$ cat src/rtl/io_uart_bridge_if.sv
// Core-side byte handshake bundle for io_uart_bridge: RX FIFO read port and TX byte offer.
interface io_uart_bridge_if;
  logic [7:0] io_in_data;
  logic       io_in_vld;
  logic       io_in_rdy;
  logic [7:0] io_out_data;
  logic       io_out_vld;
  logic       io_out_rdy;

  modport master (
    input  io_in_data, io_in_vld, io_out_rdy,
    output io_in_rdy, io_out_data, io_out_vld
  );

  modport slave (
    output io_in_data, io_in_vld, io_out_rdy,
    input  io_in_rdy, io_out_data, io_out_vld
  );
endinterface

$ cat src/rtl/io_uart_bridge.sv
// 8N1 UART bridge: independent TX shifter and RX sampler feeding a small byte FIFO,
// exposed to the core through io_uart_bridge_if.
module io_uart_bridge #(
  parameter int unsigned CLK_PER_BIT = 868,
  parameter int unsigned FIFO_AW     = 2
) (
  input  logic             clk,
  input  logic             rstn,
  io_uart_bridge_if.slave  bus,
  input  logic             uart_rxd,
  output logic             uart_txd,
  output logic             rx_overrun,
  output logic             rx_frame_err
);

  localparam int unsigned CNT_W = $clog2(CLK_PER_BIT);
  localparam int unsigned DEPTH = 2 ** FIFO_AW;
  localparam logic [CNT_W-1:0] BIT_LAST  = CNT_W'(CLK_PER_BIT - 1);
  localparam logic [CNT_W-1:0] HALF_LAST = CNT_W'(CLK_PER_BIT / 2 - 1);
  localparam logic [CNT_W-1:0] CNT_ONE   = CNT_W'(1);
  localparam logic [FIFO_AW:0] PTR_ONE   = (FIFO_AW + 1)'(1);

  // ---------------- TX ----------------
  typedef enum logic [1:0] {TX_IDLE, TX_START, TX_DATA, TX_STOP} tx_state_t;

  tx_state_t        r_tx_state, w_tx_state_nx;
  logic [CNT_W-1:0] r_tx_cnt, w_tx_cnt_nx;
  logic [2:0]       r_tx_bit, w_tx_bit_nx;
  logic [7:0]       r_tx_shift, w_tx_shift_nx;
  logic             r_txd, w_txd_nx;

  always_ff @(posedge clk or negedge rstn) begin
    if (!rstn) begin
      r_tx_state <= TX_IDLE;
      r_tx_cnt   <= '0;
      r_tx_bit   <= '0;
      r_tx_shift <= '0;
      r_txd      <= 1'b1;
    end else begin
      r_tx_state <= w_tx_state_nx;
      r_tx_cnt   <= w_tx_cnt_nx;
      r_tx_bit   <= w_tx_bit_nx;
      r_tx_shift <= w_tx_shift_nx;
      r_txd      <= w_txd_nx;
    end
  end

  always_comb begin
    w_tx_state_nx = r_tx_state;
    w_tx_cnt_nx   = r_tx_cnt + CNT_ONE;
    w_tx_bit_nx   = r_tx_bit;
    w_tx_shift_nx = r_tx_shift;
    w_txd_nx      = r_txd;
    case (r_tx_state)
      TX_IDLE: begin
        w_tx_cnt_nx = '0;
        w_txd_nx    = 1'b1;
        if (bus.io_out_vld) begin
          w_tx_state_nx = TX_START;
          w_tx_shift_nx = bus.io_out_data;
          w_txd_nx      = 1'b0;
        end
      end
      TX_START: begin
        if (r_tx_cnt == BIT_LAST) begin
          w_tx_state_nx = TX_DATA;
          w_tx_cnt_nx   = '0;
          w_tx_bit_nx   = '0;
          w_txd_nx      = r_tx_shift[0];
          w_tx_shift_nx = {1'b0, r_tx_shift[7:1]};
        end
      end
      TX_DATA: begin
        if (r_tx_cnt == BIT_LAST) begin
          w_tx_cnt_nx = '0;
          if (r_tx_bit == 3'd7) begin
            w_tx_state_nx = TX_STOP;
            w_txd_nx      = 1'b1;
          end else begin
            w_tx_bit_nx   = r_tx_bit + 3'd1;
            w_txd_nx      = r_tx_shift[0];
            w_tx_shift_nx = {1'b0, r_tx_shift[7:1]};
          end
        end
      end
      TX_STOP: begin
        if (r_tx_cnt == BIT_LAST) begin
          w_tx_state_nx = TX_IDLE;
          w_tx_cnt_nx   = '0;
        end
      end
      default: begin
        w_tx_state_nx = TX_IDLE;
        w_tx_cnt_nx   = '0;
        w_txd_nx      = 1'b1;
      end
    endcase
  end

  assign bus.io_out_rdy = (r_tx_state == TX_IDLE);
  assign uart_txd       = r_txd;

  // ---------------- RX ----------------
  typedef enum logic [2:0] {RX_IDLE, RX_START, RX_DATA, RX_STOP, RX_WAIT_HIGH} rx_state_t;

  logic [1:0]       r_sync;
  logic             w_rxd;
  rx_state_t        r_rx_state, w_rx_state_nx;
  logic [CNT_W-1:0] r_rx_cnt, w_rx_cnt_nx;
  logic [2:0]       r_rx_bit, w_rx_bit_nx;
  logic [7:0]       r_rx_shift, w_rx_shift_nx;
  logic             w_rx_push, w_ferr_set;

  assign w_rxd = r_sync[1];

  always_ff @(posedge clk or negedge rstn) begin
    if (!rstn) begin
      r_sync     <= 2'b11;
      r_rx_state <= RX_IDLE;
      r_rx_cnt   <= '0;
      r_rx_bit   <= '0;
      r_rx_shift <= '0;
    end else begin
      r_sync     <= {r_sync[0], uart_rxd};
      r_rx_state <= w_rx_state_nx;
      r_rx_cnt   <= w_rx_cnt_nx;
      r_rx_bit   <= w_rx_bit_nx;
      r_rx_shift <= w_rx_shift_nx;
    end
  end

  // Start-bit midpoint check re-arms the counter so later samples land mid-bit.
  always_comb begin
    w_rx_state_nx = r_rx_state;
    w_rx_cnt_nx   = r_rx_cnt + CNT_ONE;
    w_rx_bit_nx   = r_rx_bit;
    w_rx_shift_nx = r_rx_shift;
    w_rx_push     = 1'b0;
    w_ferr_set    = 1'b0;
    case (r_rx_state)
      RX_IDLE: begin
        w_rx_cnt_nx = '0;
        if (!w_rxd) w_rx_state_nx = RX_START;
      end
      RX_START: begin
        if (r_rx_cnt == HALF_LAST) begin
          w_rx_cnt_nx   = '0;
          w_rx_bit_nx   = '0;
          w_rx_state_nx = w_rxd ? RX_IDLE : RX_DATA;
        end
      end
      RX_DATA: begin
        if (r_rx_cnt == BIT_LAST) begin
          w_rx_cnt_nx   = '0;
          w_rx_shift_nx = {w_rxd, r_rx_shift[7:1]};
          if (r_rx_bit == 3'd7) w_rx_state_nx = RX_STOP;
          else                  w_rx_bit_nx   = r_rx_bit + 3'd1;
        end
      end
      RX_STOP: begin
        if (r_rx_cnt == BIT_LAST) begin
          w_rx_cnt_nx = '0;
          if (w_rxd) begin
            w_rx_push     = 1'b1;
            w_rx_state_nx = RX_IDLE;
          end else begin
            w_ferr_set    = 1'b1;
            w_rx_state_nx = RX_WAIT_HIGH;
          end
        end
      end
      RX_WAIT_HIGH: begin
        w_rx_cnt_nx = '0;
        if (w_rxd) w_rx_state_nx = RX_IDLE;
      end
      default: begin
        w_rx_state_nx = RX_IDLE;
        w_rx_cnt_nx   = '0;
      end
    endcase
  end

  // ---------------- RX FIFO ----------------
  logic [7:0]     r_mem [DEPTH];
  logic [FIFO_AW:0] r_wptr, r_rptr;
  logic           r_overrun, r_frame_err;
  logic           w_empty, w_full, w_pop, w_push_ok;

  assign w_empty   = (r_wptr == r_rptr);
  assign w_full    = (r_wptr[FIFO_AW] != r_rptr[FIFO_AW]) &&
                     (r_wptr[FIFO_AW-1:0] == r_rptr[FIFO_AW-1:0]);
  assign w_pop     = bus.io_in_rdy && !w_empty;
  assign w_push_ok = w_rx_push && (!w_full || w_pop);

  always_ff @(posedge clk or negedge rstn) begin
    if (!rstn) begin
      for (int unsigned i = 0; i < DEPTH; i++) r_mem[i] <= '0;
      r_wptr      <= '0;
      r_rptr      <= '0;
      r_overrun   <= 1'b0;
      r_frame_err <= 1'b0;
    end else begin
      if (w_push_ok) begin
        r_mem[r_wptr[FIFO_AW-1:0]] <= r_rx_shift;
        r_wptr <= r_wptr + PTR_ONE;
      end
      if (w_pop) r_rptr <= r_rptr + PTR_ONE;
      if (w_rx_push && !w_push_ok) r_overrun <= 1'b1;
      if (w_ferr_set) r_frame_err <= 1'b1;
    end
  end

  assign bus.io_in_data = r_mem[r_rptr[FIFO_AW-1:0]];
  assign bus.io_in_vld  = !w_empty;
  assign rx_overrun     = r_overrun;
  assign rx_frame_err   = r_frame_err;

endmodule

$ cat src/flat_wrapper.sv
// flat-port wrapper written by rule: the top's interface ports become plain ports
module io_uart_bridge_flat 
#(
  parameter int unsigned CLK_PER_BIT = 868,
  parameter int unsigned FIFO_AW     = 2
)
  (clk, rstn, uart_rxd, uart_txd, rx_overrun, rx_frame_err, bus_io_in_data, bus_io_in_vld, bus_io_out_rdy, bus_io_in_rdy, bus_io_out_data, bus_io_out_vld);
  io_uart_bridge_if bus_i ();
  input  logic clk;
  input  logic rstn;
  input  logic uart_rxd;
  output logic uart_txd;
  output logic rx_overrun;
  output logic rx_frame_err;
  output wire logic [$bits(bus_i.io_in_data)-1:0] bus_io_in_data;
  output wire logic [$bits(bus_i.io_in_vld)-1:0] bus_io_in_vld;
  output wire logic [$bits(bus_i.io_out_rdy)-1:0] bus_io_out_rdy;
  input wire logic [$bits(bus_i.io_in_rdy)-1:0] bus_io_in_rdy;
  input wire logic [$bits(bus_i.io_out_data)-1:0] bus_io_out_data;
  input wire logic [$bits(bus_i.io_out_vld)-1:0] bus_io_out_vld;
  assign bus_io_in_data = bus_i.io_in_data;
  assign bus_io_in_vld = bus_i.io_in_vld;
  assign bus_io_out_rdy = bus_i.io_out_rdy;
  assign bus_i.io_in_rdy = bus_io_in_rdy;
  assign bus_i.io_out_data = bus_io_out_data;
  assign bus_i.io_out_vld = bus_io_out_vld;
  io_uart_bridge #(.CLK_PER_BIT(CLK_PER_BIT), .FIFO_AW(FIFO_AW)) u_core (.clk(clk), .rstn(rstn), .bus(bus_i), .uart_rxd(uart_rxd), .uart_txd(uart_txd), .rx_overrun(rx_overrun), .rx_frame_err(rx_frame_err));
endmodule
$ cat config.mk
export PLATFORM = sky130hd
export DESIGN_NAME = io_uart_bridge_flat
export DESIGN_NICKNAME = d
export VERILOG_FILES = /design/src/rtl/io_uart_bridge_if.sv /design/src/rtl/io_uart_bridge.sv /design/src/flat_wrapper.sv
export SDC_FILE = /design/constraint.sdc
export NUM_CORES = 1
export LEC_CHECK = 0
export CORE_ASPECT_RATIO = 0.8
export CORE_MARGIN = 5
export CORE_UTILIZATION = 40
export DETAILED_ROUTE_END_ITERATION = 8
export HOLD_SLACK_MARGIN = 0.15
export PLACE_DENSITY = 0.61
export SLEW_MARGIN = 40
export SYNTH_ARGS = -nofsm -noshare
export SYNTH_HDL_FRONTEND = slang
export SYNTH_SLANG_ARGS = --single-unit
$ cat constraint.sdc
create_clock -name clk -period 3.8 [get_ports clk]
set_input_delay 0.76 -clock clk [delete_from_list [all_inputs] [get_ports clk]]
set_output_delay 0.76 -clock clk [all_outputs]
set_load 0.02 [all_outputs]
==> run_results.csv, run 1 <==
group,metric,value,unit
clocking,post-cts-setup-buffers,0,
yosys,synth_fa_ha_area_frac,0.0486,
run_status,status,"finished, final reports clean",
die,die_y,104,µm
layout,final_nets,409,
die,start_util,0.405,
grt,grt_pass1_vias,2776,
timing,hold_viol,0,
layout,diodes,0,
layout,mostFrequentLayoutCell,"dfrtp_1",
clocking,cts_sinks,90,
route,vias,2668,
yosys,synth-simple-area-share,0.135,
placement,gp_congestion,0.820,
run,cap_violations,0,
placement,dp_hpwl,5.32,mm
grt,grt_pass1_wl,14.1,mm
grt,antenna_found_initial,0,
die,coreArea,10800,µm²
route,first_pass_iters,4,
timing,maxSlewHeadroom,0.548,
timing,drv_slew,0,
yosys,synth_top_area_share,0.497,
route,wl_per_cell,14.7,µm
setup_path,critPathMaxFanout,11,
route,detail-route-antenna-nets,0,
yosys,synth_xor_area_frac,0.0460,
layout,utilization,0.474,
setup_path,cp-startpoint,"u_core.r_rptr[0]$_DFFE_PN0P_",
placement,preCtsSetupSlack,1.10,ns
timing,worst_pin_slew,0.677,ns
pwr,p_sw_frac,0.263,
layout,multiInputGateArea,2040,µm²
grt,grt_max_degree,52,
pwr,seqPwrFrac,0.419,
route,vias_per_cell,5.05,
pwr,p_per_area,515,nW/µm²
pwr,peakVddDrop,219,µV
die,die_x,127,µm
layout,layout-drive-gt1-share,0.263,
yosys,yosysWarnings,0,
clocking,cts_tree,"yes",
die,std_cell_rows,34,
setup_path,worst_ep_required_time,3.04,ns
die,dieArea,13200,µm²
clocking,clock-root-buffer,"clkbuf_16",
clocking,clock_latency,0.34,ns
route,dr.first_iter.drc_count,137,
route,detail_route.drc_violations,0,
timing,hold_slack,0.356,ns
yosys,synth_ff_type,"dfrtp_1",
layout,area_growth,16.9,%
pwr,power.leakage,2.28,nW
grt,grt-ovfl-total,0,
clocking,holdBufCountCts,0,
setup_path,r2r-start,"u_core.r_rx_cnt[0]$_DFF_PN0_",
timing,fmax,331,MHz
clocking,h-tree-depth,3,
yosys,async_reset_ff_frac,1.00,
route,routed_wl,7.76,mm
clocking,clockBufferDepth,2,
yosys,yosysUniqueCellTypes,44,
setup_path,critPathKind,"register to output port",
yosys,synth_area_per_cell,12.6,µm²
layout,mostFrequentLayoutCells,"87 x dfrtp_1, 60 x mux2_2, 24 x clkdlybuf4s50_1, 19 x nor2_1, 18 x nand2_1",
min_path,hold_path_startpoint,"u_core.r_sync[0]$_DFF_PN1_",
yosys,synth_edf_count,0,
timing,finalSetupViolations,0,
grt,grt_use_total,0.131,
pwr,intPower,1.94,mW
layout,regArea,2260,µm²
yosys,synth_compound_area_frac,0.0357,
timing,setup_ws,0.779,ns
clocking,numCtsBuffers,9,
setup_path,start_kind,"register",
timing,tns,0,ns
yosys,synth_top_family_by_area,"multiplexers",
pwr,switchingPower,0.694,mW
yosys,synth-seq-cells,90,
placement,io_buffers,25,
timing,period_needed,3.02,ns
yosys,synth_area,4380,µm²
yosys,syn-num-nets,379,
layout,final.fill_count,1008,
yosys,yosys.area.top_type,"dfrtp_1",
yosys,ys_seq_area_frac,0.515,
yosys,yosys-top-cells-area,"dfrtp_1 50%, mux2_2 15%, ha_1 4.9%",
min_path,hold_path.class,"register to register",
clocking,clk_pin_slew,0.06,ns
clocking,cts-resized-gates,0,
timing,fin_crit_sh,0.795,
timing,rsz0062_at_grt,"false",
timing,clock_skew,0.00756,ns
setup_path,cp.arrival,2.26,ns
setup_path,endpoint_kind,"output port",
pwr,p_comb_frac,0.218,
die,design.portCount,26,
yosys,synth.mux.area_fraction,0.200,
pwr,clkPwrFrac,0.362,
yosys,synthesis.instances,349,
[registers in the layout (all words and copies together) (netlist names)]
name                 cells
u_core.uart_txd          1
u_core.r_sync            2
u_core.r_rx_shift        8
u_core.r_rptr            3
u_core.r_mem            32
u_core.rx_frame_err      1
u_core.r_rx_state        3
u_core.r_tx_shift        8
u_core.r_tx_state        2
u_core.r_tx_bit          3
u_core.r_tx_cnt         10
u_core.r_rx_cnt         10
u_core.r_rx_bit          3
u_core.r_wptr            3
u_core.rx_overrun        1
[cells by family after synthesis]
family | count (synthesis)
AO/OA/AOI/OAI | 23
XOR/XNOR | 23
adder cells (fa/ha/maj) | 17
buffers and inverters | 22
flip-flops | 90
multiplexers | 70
AND/OR/NAND/NOR | 104
[path summary, 6_finish.rpt]
check / endpoint / slack, ns / depth (start not counted)
worst max register to register: u_core.r_mem[1]$_DFFE_PN0P_ / 1.37 / 5
worst max-delay path: bus_io_in_data[7] / 0.78 / 2
max in group asynchronous: u_core.r_sync[0]$_DFF_PN1_ / 2.54 / 2
worst min register to register: u_core.r_sync[1]$_DFF_PN1_ / 0.36 / 0
min in group asynchronous: u_core.r_tx_shift[0]$_DFFE_PN0P_ / 0.45 / 1
worst min-delay path: u_core.r_sync[1]$_DFF_PN1_ / 0.36 / 0
[critical path, stage by stage (launching register included)]
cell and delay [ns]:
dfrtp_1 0.78, mux4_2 0.60, clkdlybuf4s50_1 0.55
[power by group through the flow]
stage | combinational (mW) | clock, mW | sequential (mW)
2_1_floorplan | 0.455 | 0 | 1.12
3_5_place_dp | 0.581 | 0 | 1.12
6_report | 0.575 | 0.955 | 1.11
3_3_place_gp | 0.575 | 0 | 1.12
5_1_grt | 0.647 | 1.02 | 1.12
4_1_cts | 0.585 | 0.986 | 1.11
[stage by stage]
stage	instances	power [mW]	area, µm²
global placement	511	1.70	4790
finish	528	2.64	5120
global route	528	2.78	5120
floorplan	349	1.57	4380
CTS	528	2.68	5120
detailed placement	512	1.71	4790
[per-layer routing]
layer  up-vias  share of wire  global-route usage
met5         -              0                   0
met4         0          0.011              0.0421
met3        10          0.024              0.0309
met2        24           0.45               0.194
met1      1322           0.52               0.190
li1       1312              -                   -
[cells in the mapped netlist (3+ instances only)]
cell type	number
nor3b_1	5
mux4_2	8
o21ai_0	5
xnor2_1	17
a22o_1	4
nand2_1	18
dfrtp_1	87
mux2_2	60
ha_1	17
or3_1	3
clkbuf_1	7
inv_1	13
nand3_2	4
xor2_1	6
nor2b_1	6
a21oi_1	6
nor3_1	14
dfstp_2	3
nand4b_1	4
nand4_1	3
nand3_1	13
nor2_1	19
[cell type report]
type                    count  area share
clock buffers               9      0.0440
clock inverters             7      0.0193
inverters                  13     0.00953
multi-input cells         237       0.398
flip-flops and latches     90       0.441
well taps                 144      0.0352
repair buffers             28      0.0528
(Power assumes the default switching activity.)
==> run 2: changes to the inputs <==
--- a/config.mk
+++ b/config.mk
@@ -10,7 +10,7 @@
 export CORE_UTILIZATION = 40
 export DETAILED_ROUTE_END_ITERATION = 8
 export HOLD_SLACK_MARGIN = 0.15
-export PLACE_DENSITY = 0.61
+export PLACE_DENSITY = 0.63
 export SLEW_MARGIN = 40
 export SYNTH_ARGS = -nofsm -noshare
 export SYNTH_HDL_FRONTEND = slang
==> constraint.sdc (replaced) <==
create_clock -name clk -period 2.7 [get_ports clk]
set_input_delay 0.54 -clock clk [delete_from_list [all_inputs] [get_ports clk]]
set_output_delay 0.54 -clock clk [all_outputs]
set_load 0.02 [all_outputs]
==> run 2 against run 1 <==
Compared with the run above: via count grew 2.3%; non-clock buffer count grew 3; cell area grew 0.24%; die area is the same; combinational power grew 42%; worst setup slack lost 0.62 ns; sequential power grew 41%; first-iteration DRC count grew 36%; largest cell class unchanged.
==> run_results.csv, run 2 (synthesized netlist as in run 1, its figures left out) <==
group,metric,value,unit
route,wl_per_cell,14.7,µm
clocking,clock-root-buffer,"clkbuf_16",
timing,hold_viol,0,
pwr,p_per_area,708,nW/µm²
setup_path,r2r_cells,6,
placement,io_buffers,25,
run_status,status,"finished, final reports clean",
clocking,holdBufCountCts,0,
layout,final.fill_count,968,
layout,largest_registers,"u_core.r_mem: 32 flops, u_core.r_rx_cnt: 10 flops, u_core.r_tx_cnt: 10 flops",
setup_path,critPathKind,"register to output port",
setup_path,cp.depth,3,
placement,preCtsSetupSlack,0.286,ns
layout,multiInputGateArea,2040,µm²
setup_path,r2r-start,"u_core.r_tx_state[0]$_DFFE_PN0P_",
layout,diodes,0,
setup_path,critPathMaxStageDelay,0.55,ns
timing,setup_ws,0.155,ns
setup_path,endpoint_kind,"output port",
die,std_cell_rows,34,
clocking,h-tree-depth,3,
layout,regArea,2260,µm²
timing,finalSetupViolations,0,
die,design.portCount,26,
route,dr.first_iter.drc_count,186,
grt,grt_pass1_wl,13.4,mm
clocking,cts-resized-gates,0,
pwr,power.leakage,2.29,nW
layout,largest_register_ffs,32,
timing,clock_skew,0.00524,ns
run,cap_violations,0,
die,start_util,0.405,
setup_path,crit_path_top_delay_cell,"mux4_2",
timing,fmax,393,MHz
clocking,clk_pin_slew,0.07,ns
setup_path,start_kind,"register",
grt,grt_pass1_vias,2713,
route,routed_wl,7.80,mm
timing,drv_slew,0,
timing,tns,0,ns
pwr,finalPower,3.63,mW
setup_path,crit_chain,"buf_4 > mux4_2 > clkdlybuf4s50_1",
timing,hold_slack,0.138,ns
clocking,numCtsBuffers,9,
clocking,cts_tree,"yes",
die,coreArea,10800,µm²
setup_path,critPathMaxFanout,11,
setup_path,crit_family,"buffers and inverters",
setup_path,rrSetupSlack,0.24,ns
layout,top_register,"u_core.r_mem",
clocking,post-cts-setup-buffers,0,
grt,antenna_found_initial,0,
timing,rsz0062_at_grt,"false",
clocking,clock_latency,0.34,ns
setup_path,cp.arrival,2.01,ns
timing,maxSlewHeadroom,0.635,
die,die_y,104,µm
setup_path,worst_ep_required_time,2.16,ns
timing,fin_crit_sh,0.943,
layout,mostFrequentLayoutCells,"87 x dfrtp_1, 60 x mux2_2, 24 x clkdlybuf4s50_1, 19 x nor2_1, 18 x nand2_1",
placement,dp_hpwl,5.40,mm
timing,worst_pin_slew,0.547,ns
layout,mostFrequentLayoutCell,"dfrtp_1",
route,vias_per_cell,5.14,
pwr,peakVddDrop,369,µV
grt,grt_use_total,0.126,
layout,area_growth,17.1,%
route,detail-route-antenna-nets,0,
setup_path,worst-path-buf-inv,2,
setup_path,r2r-end,"u_core.r_tx_shift[5]$_DFFE_PN0P_",
die,die_x,127,µm
die,dieArea,13200,µm²
route,detail_route.drc_violations,0,
layout,final_nets,412,
clocking,clockBufferDepth,2,
layout,layout-drive-gt1-share,0.269,
min_path,hold_path.class,"input port to asynchronous set/reset pin",
route,vias,2729,
layout,instances_no_fill,531,
grt,grt_max_degree,59,
grt,grt-ovfl-total,0,
placement,dp.cells,515,
placement,gp_congestion,0.792,
route,first_pass_iters,4,
clocking,cts_sinks,90,
timing,period_needed,2.55,ns
-- run 2: power by group --
part	switching (mW)	total [mW]	internal, mW
combinational	0.375	0.814	0.439
clock	0.536	1.26	0.723
sequential	0.0838	1.56	1.48
total	0.995	3.63	2.64
-- run 2: through the flow --
stage	util	instance area (µm²)
2_1_floorplan	-	4380
3_3_place_gp	0.447	4830
3_5_place_dp	0.447	4830
4_1_cts	0.475	5130
5_1_grt	0.475	5130
6_report	0.475	5130
-- run 2: worst max path at each step --
stage	start	to	slack, ns
floorplan	u_core.r_tx_state[0]$_DFFE_PN0P_	u_core.r_tx_shift[0]$_DFFE_PN0P_	0.50
global placement	u_core.r_rx_cnt[0]$_DFF_PN0_	u_core.r_mem[7]$_DFFE_PN0P_	0.33
detailed placement	u_core.r_rx_cnt[0]$_DFF_PN0_	u_core.r_mem[7]$_DFFE_PN0P_	0.29
CTS	u_core.r_rptr[0]$_DFFE_PN0P_	bus_io_in_data[6]	0.11
global route	u_core.r_tx_state[0]$_DFFE_PN0P_	bus_io_out_rdy	0.04
finish	u_core.r_rptr[0]$_DFFE_PN0P_	bus_io_in_data[6]	0.15
-- run 2: worst reg2reg max path, cell delays in order (launching register included) --
cell and delay, ns:
dfrtp_1 0.39, inv_1 0.09, ha_1 0.31, or4_1 0.57, nor3_1 0.19, o31a_1 0.42, mux2_2 0.39
-- run 2: area by class of cell --
type,count,share of cell area
Clock buffer,9,0.0439
Clock inverter,7,0.0149
Inverter,13,0.00951
Multi-Input combinational cell,237,0.397
Sequential cell,90,0.440
Tap cell,144,0.0351
Timing Repair Buffer,31,0.0595
-- run 2: metal layers --
layer	global-route usage	routed length, µm	vias to the layer above
met3	0.0324	221	14
li1	-	-	1322
met2	0.184	3420	33
met5	0	0	-
met4	0.0436	119	0
met1	0.180	4030	1360
==> run 3: changes to the inputs <==
--- a/config.mk
+++ b/config.mk
@@ -6,7 +6,7 @@
 export NUM_CORES = 1
 export LEC_CHECK = 0
 export CORE_ASPECT_RATIO = 0.8
-export CORE_MARGIN = 5
+export CORE_MARGIN = 8
 export CORE_UTILIZATION = 40
 export DETAILED_ROUTE_END_ITERATION = 8
 export HOLD_SLACK_MARGIN = 0.15
==> run 3 against run 2 <==
Compared with the run above: utilization increased by 0.13 points; die area increased by 11%; count of clock-buffer cells in the layout increased by 1; worst setup slack got worse by 0.036 ns; largest cell class unchanged.
==> run_results.csv, run 3 (synthesized netlist as in run 1, its figures left out) <==
group,metric,value,unit
run_status,status,"finished, final reports clean",
run,cap_violations,0,
die,coreArea,10800,µm²
clocking,h-tree-depth,3,
clocking,numCtsBuffers,9,
pwr,power.leakage,2.28,nW
grt,grt_pass1_vias,2833,
pwr,switchingPower,0.994,mW
pwr,p_comb_frac,0.224,
grt,met2_usage,0.192,
timing,fin_crit_sh,0.956,
grt,use_met1,0.156,
setup_path,r2r-end,"u_core.r_tx_shift[4]$_DFFE_PN0P_",
die,die_x,133,µm
grt,grt-ovfl-total,0,
layout,layout-drive-gt1-share,0.265,
setup_path,r2r-start,"u_core.r_tx_state[0]$_DFFE_PN0P_",
clocking,clockBufferDepth,2,
placement,gp_congestion,0.793,
grt,grt_pass1_wl,14.1,mm
min_path,hold_path.class,"input port to asynchronous set/reset pin",
timing,rsz0062_at_grt,"false",
timing,drv_slew,0,
placement,dp_hpwl,5.50,mm
setup_path,crit_path_top_delay_cell,"clkdlybuf4s50_1",
layout,mostFrequentLayoutCell,"dfrtp_1",
setup_path,endpoint_kind,"output port",
timing,setup_ws,0.119,ns
setup_path,crit_chain,"inv_1 > ha_1 > clkdlybuf4s50_1",
clocking,clk_pin_slew,0.06,ns
clocking,cts_sinks,90,
grt,grt_use_total,0.120,
route,detail_route.drc_violations,0,
layout,area_growth,17.0,%
die,die_y,110,µm
layout,utilization,0.476,
setup_path,critPathKind,"register to output port",
setup_path,worst_ep_required_time,2.16,ns
setup_path,rrSetupSlack,0.27,ns
clocking,cts_tree,"yes",
pwr,p_per_area,714,nW/µm²
route,vias_per_cell,5.18,
pwr,p_sw_frac,0.272,
pwr,intPower,2.67,mW
clocking,holdBufCountCts,0,
layout,mostFrequentLayoutCells,"87 x dfrtp_1, 60 x mux2_2, 24 x clkdlybuf4s50_1, 19 x nor2_1, 18 x nand2_1",
pwr,seqPwrFrac,0.425,
setup_path,cp.arrival,2.04,ns
clocking,clock_latency,0.34,ns
route,first_pass_iters,4,
grt,antenna_found_initial,0,
timing,maxSlewHeadroom,0.570,
die,design.portCount,26,
route,dr.first_iter.drc_count,146,
route,vias,2741,
timing,hold_viol,0,
placement,preCtsSetupSlack,0.285,ns
grt,grt_max_degree,54,
timing,period_needed,2.58,ns
route,routed_wl,8.07,mm
grt,use_met3,0.0342,
pwr,peakVddDrop,380,µV
die,dieArea,14600,µm²
clocking,cts-resized-gates,0,
layout,diodes,0,
layout,top_register,"u_core.r_mem",
timing,worst_pin_slew,0.644,ns
route,wl_per_cell,15.3,µm
grt,busiest_layer,"met2",
setup_path,worst-path-buf-inv,2,
timing,tns,0,ns
die,std_cell_rows,34,
setup_path,start_kind,"register",
layout,final_nets,410,
timing,finalSetupViolations,0,
route,detail-route-antenna-nets,0,
die,start_util,0.407,
setup_path,critPathMaxFanout,12,
setup_path,crit_family,"buffers and inverters",
clocking,post-cts-setup-buffers,0,
layout,largest_registers,"u_core.r_mem: 32 flops, u_core.r_rx_cnt: 10 flops, u_core.r_tx_cnt: 10 flops",
pwr,clkPwrFrac,0.352,
setup_path,critPathMaxStageDelay,0.70,ns
clocking,clock-root-buffer,"clkbuf_16",
layout,largest_register_ffs,32,
timing,clock_skew,0.0100,ns
timing,fmax,387,MHz
placement,io_buffers,25,
setup_path,r2r_cells,6,
[run 3: how the worst max path moves through the flow]
stage	startpoint	endpoint	slack, ns	cells past startpoint
final	u_core.r_tx_state[0]$_DFFE_PN0P_	bus_io_out_rdy	0.12	3
after global routing	u_core.r_tx_state[0]$_DFFE_PN0P_	bus_io_out_rdy	0.01	3
after CTS	u_core.r_tx_state[0]$_DFFE_PN0P_	bus_io_out_rdy	0.09	3
after detailed placement	u_core.r_tx_state[0]$_DFFE_PN0P_	u_core.r_tx_shift[4]$_DFFE_PN0P_	0.28	6
after global placement	u_core.r_rx_cnt[0]$_DFF_PN0_	u_core.r_mem[7]$_DFFE_PN0P_	0.34	5
after floorplan	u_core.r_tx_state[0]$_DFFE_PN0P_	u_core.r_tx_shift[0]$_DFFE_PN0P_	0.50	8
[run 3: through the flow]
stage	hold WS (ns)	total power [mW]	cells	area [µm²]
after global placement	0.347	2.38	513	4810
final	0.161	3.66	529	5120
after floorplan	0.244	2.21	349	4380
after global routing	0.202	3.86	529	5120
after CTS	0.184	3.71	529	5120
after detailed placement	0.352	2.41	513	4810
[run 3: layout make-up]
cell class                 instances  area (µm²)
inverter                          13        48.8
sequential                        90        2260
tap                              144         180
clock buffer                      10         239
multi-input combinational        237        2040
timing repair buffer              29         290
clock inverter                     6        71.3
fill                             948        5640
[run 3: power by group through the flow]
stage / registers [mW] / logic [mW] / clock network [mW]
6_report: 1.56 / 0.818 / 1.29
5_1_grt: 1.58 / 0.908 / 1.37
4_1_cts: 1.56 / 0.830 / 1.32
3_5_place_dp: 1.58 / 0.824 / 0
3_3_place_gp: 1.58 / 0.806 / 0
2_1_floorplan: 1.57 / 0.641 / 0
[run 3: worst register-to-register path, delay by kind of cell, from the launching register on]
| family | cells | cell delay [ns] |
|---|---|---|
| buffers and inverters | 1 | 0.11 |
| DFF | 1 | 0.41 |
| muxes | 1 | 0.39 |
| adders and majority gates | 1 | 0.31 |
| AOI/OAI and AO/OA | 1 | 0.40 |
| and+or+nand+nor | 2 | 0.71 |
[run 3: per-layer routing]
| layer | routed length (µm) | vias up | share of wire |
|---|---|---|---|
| li1 | - | 1316 | - |
| met1 | 3940 | 1388 | 0.49 |
| met2 | 3840 | 33 | 0.48 |
| met3 | 228 | 4 | 0.028 |
| met4 | 63 | 0 | 0.0078 |
| met5 | 0 | - | 0 |
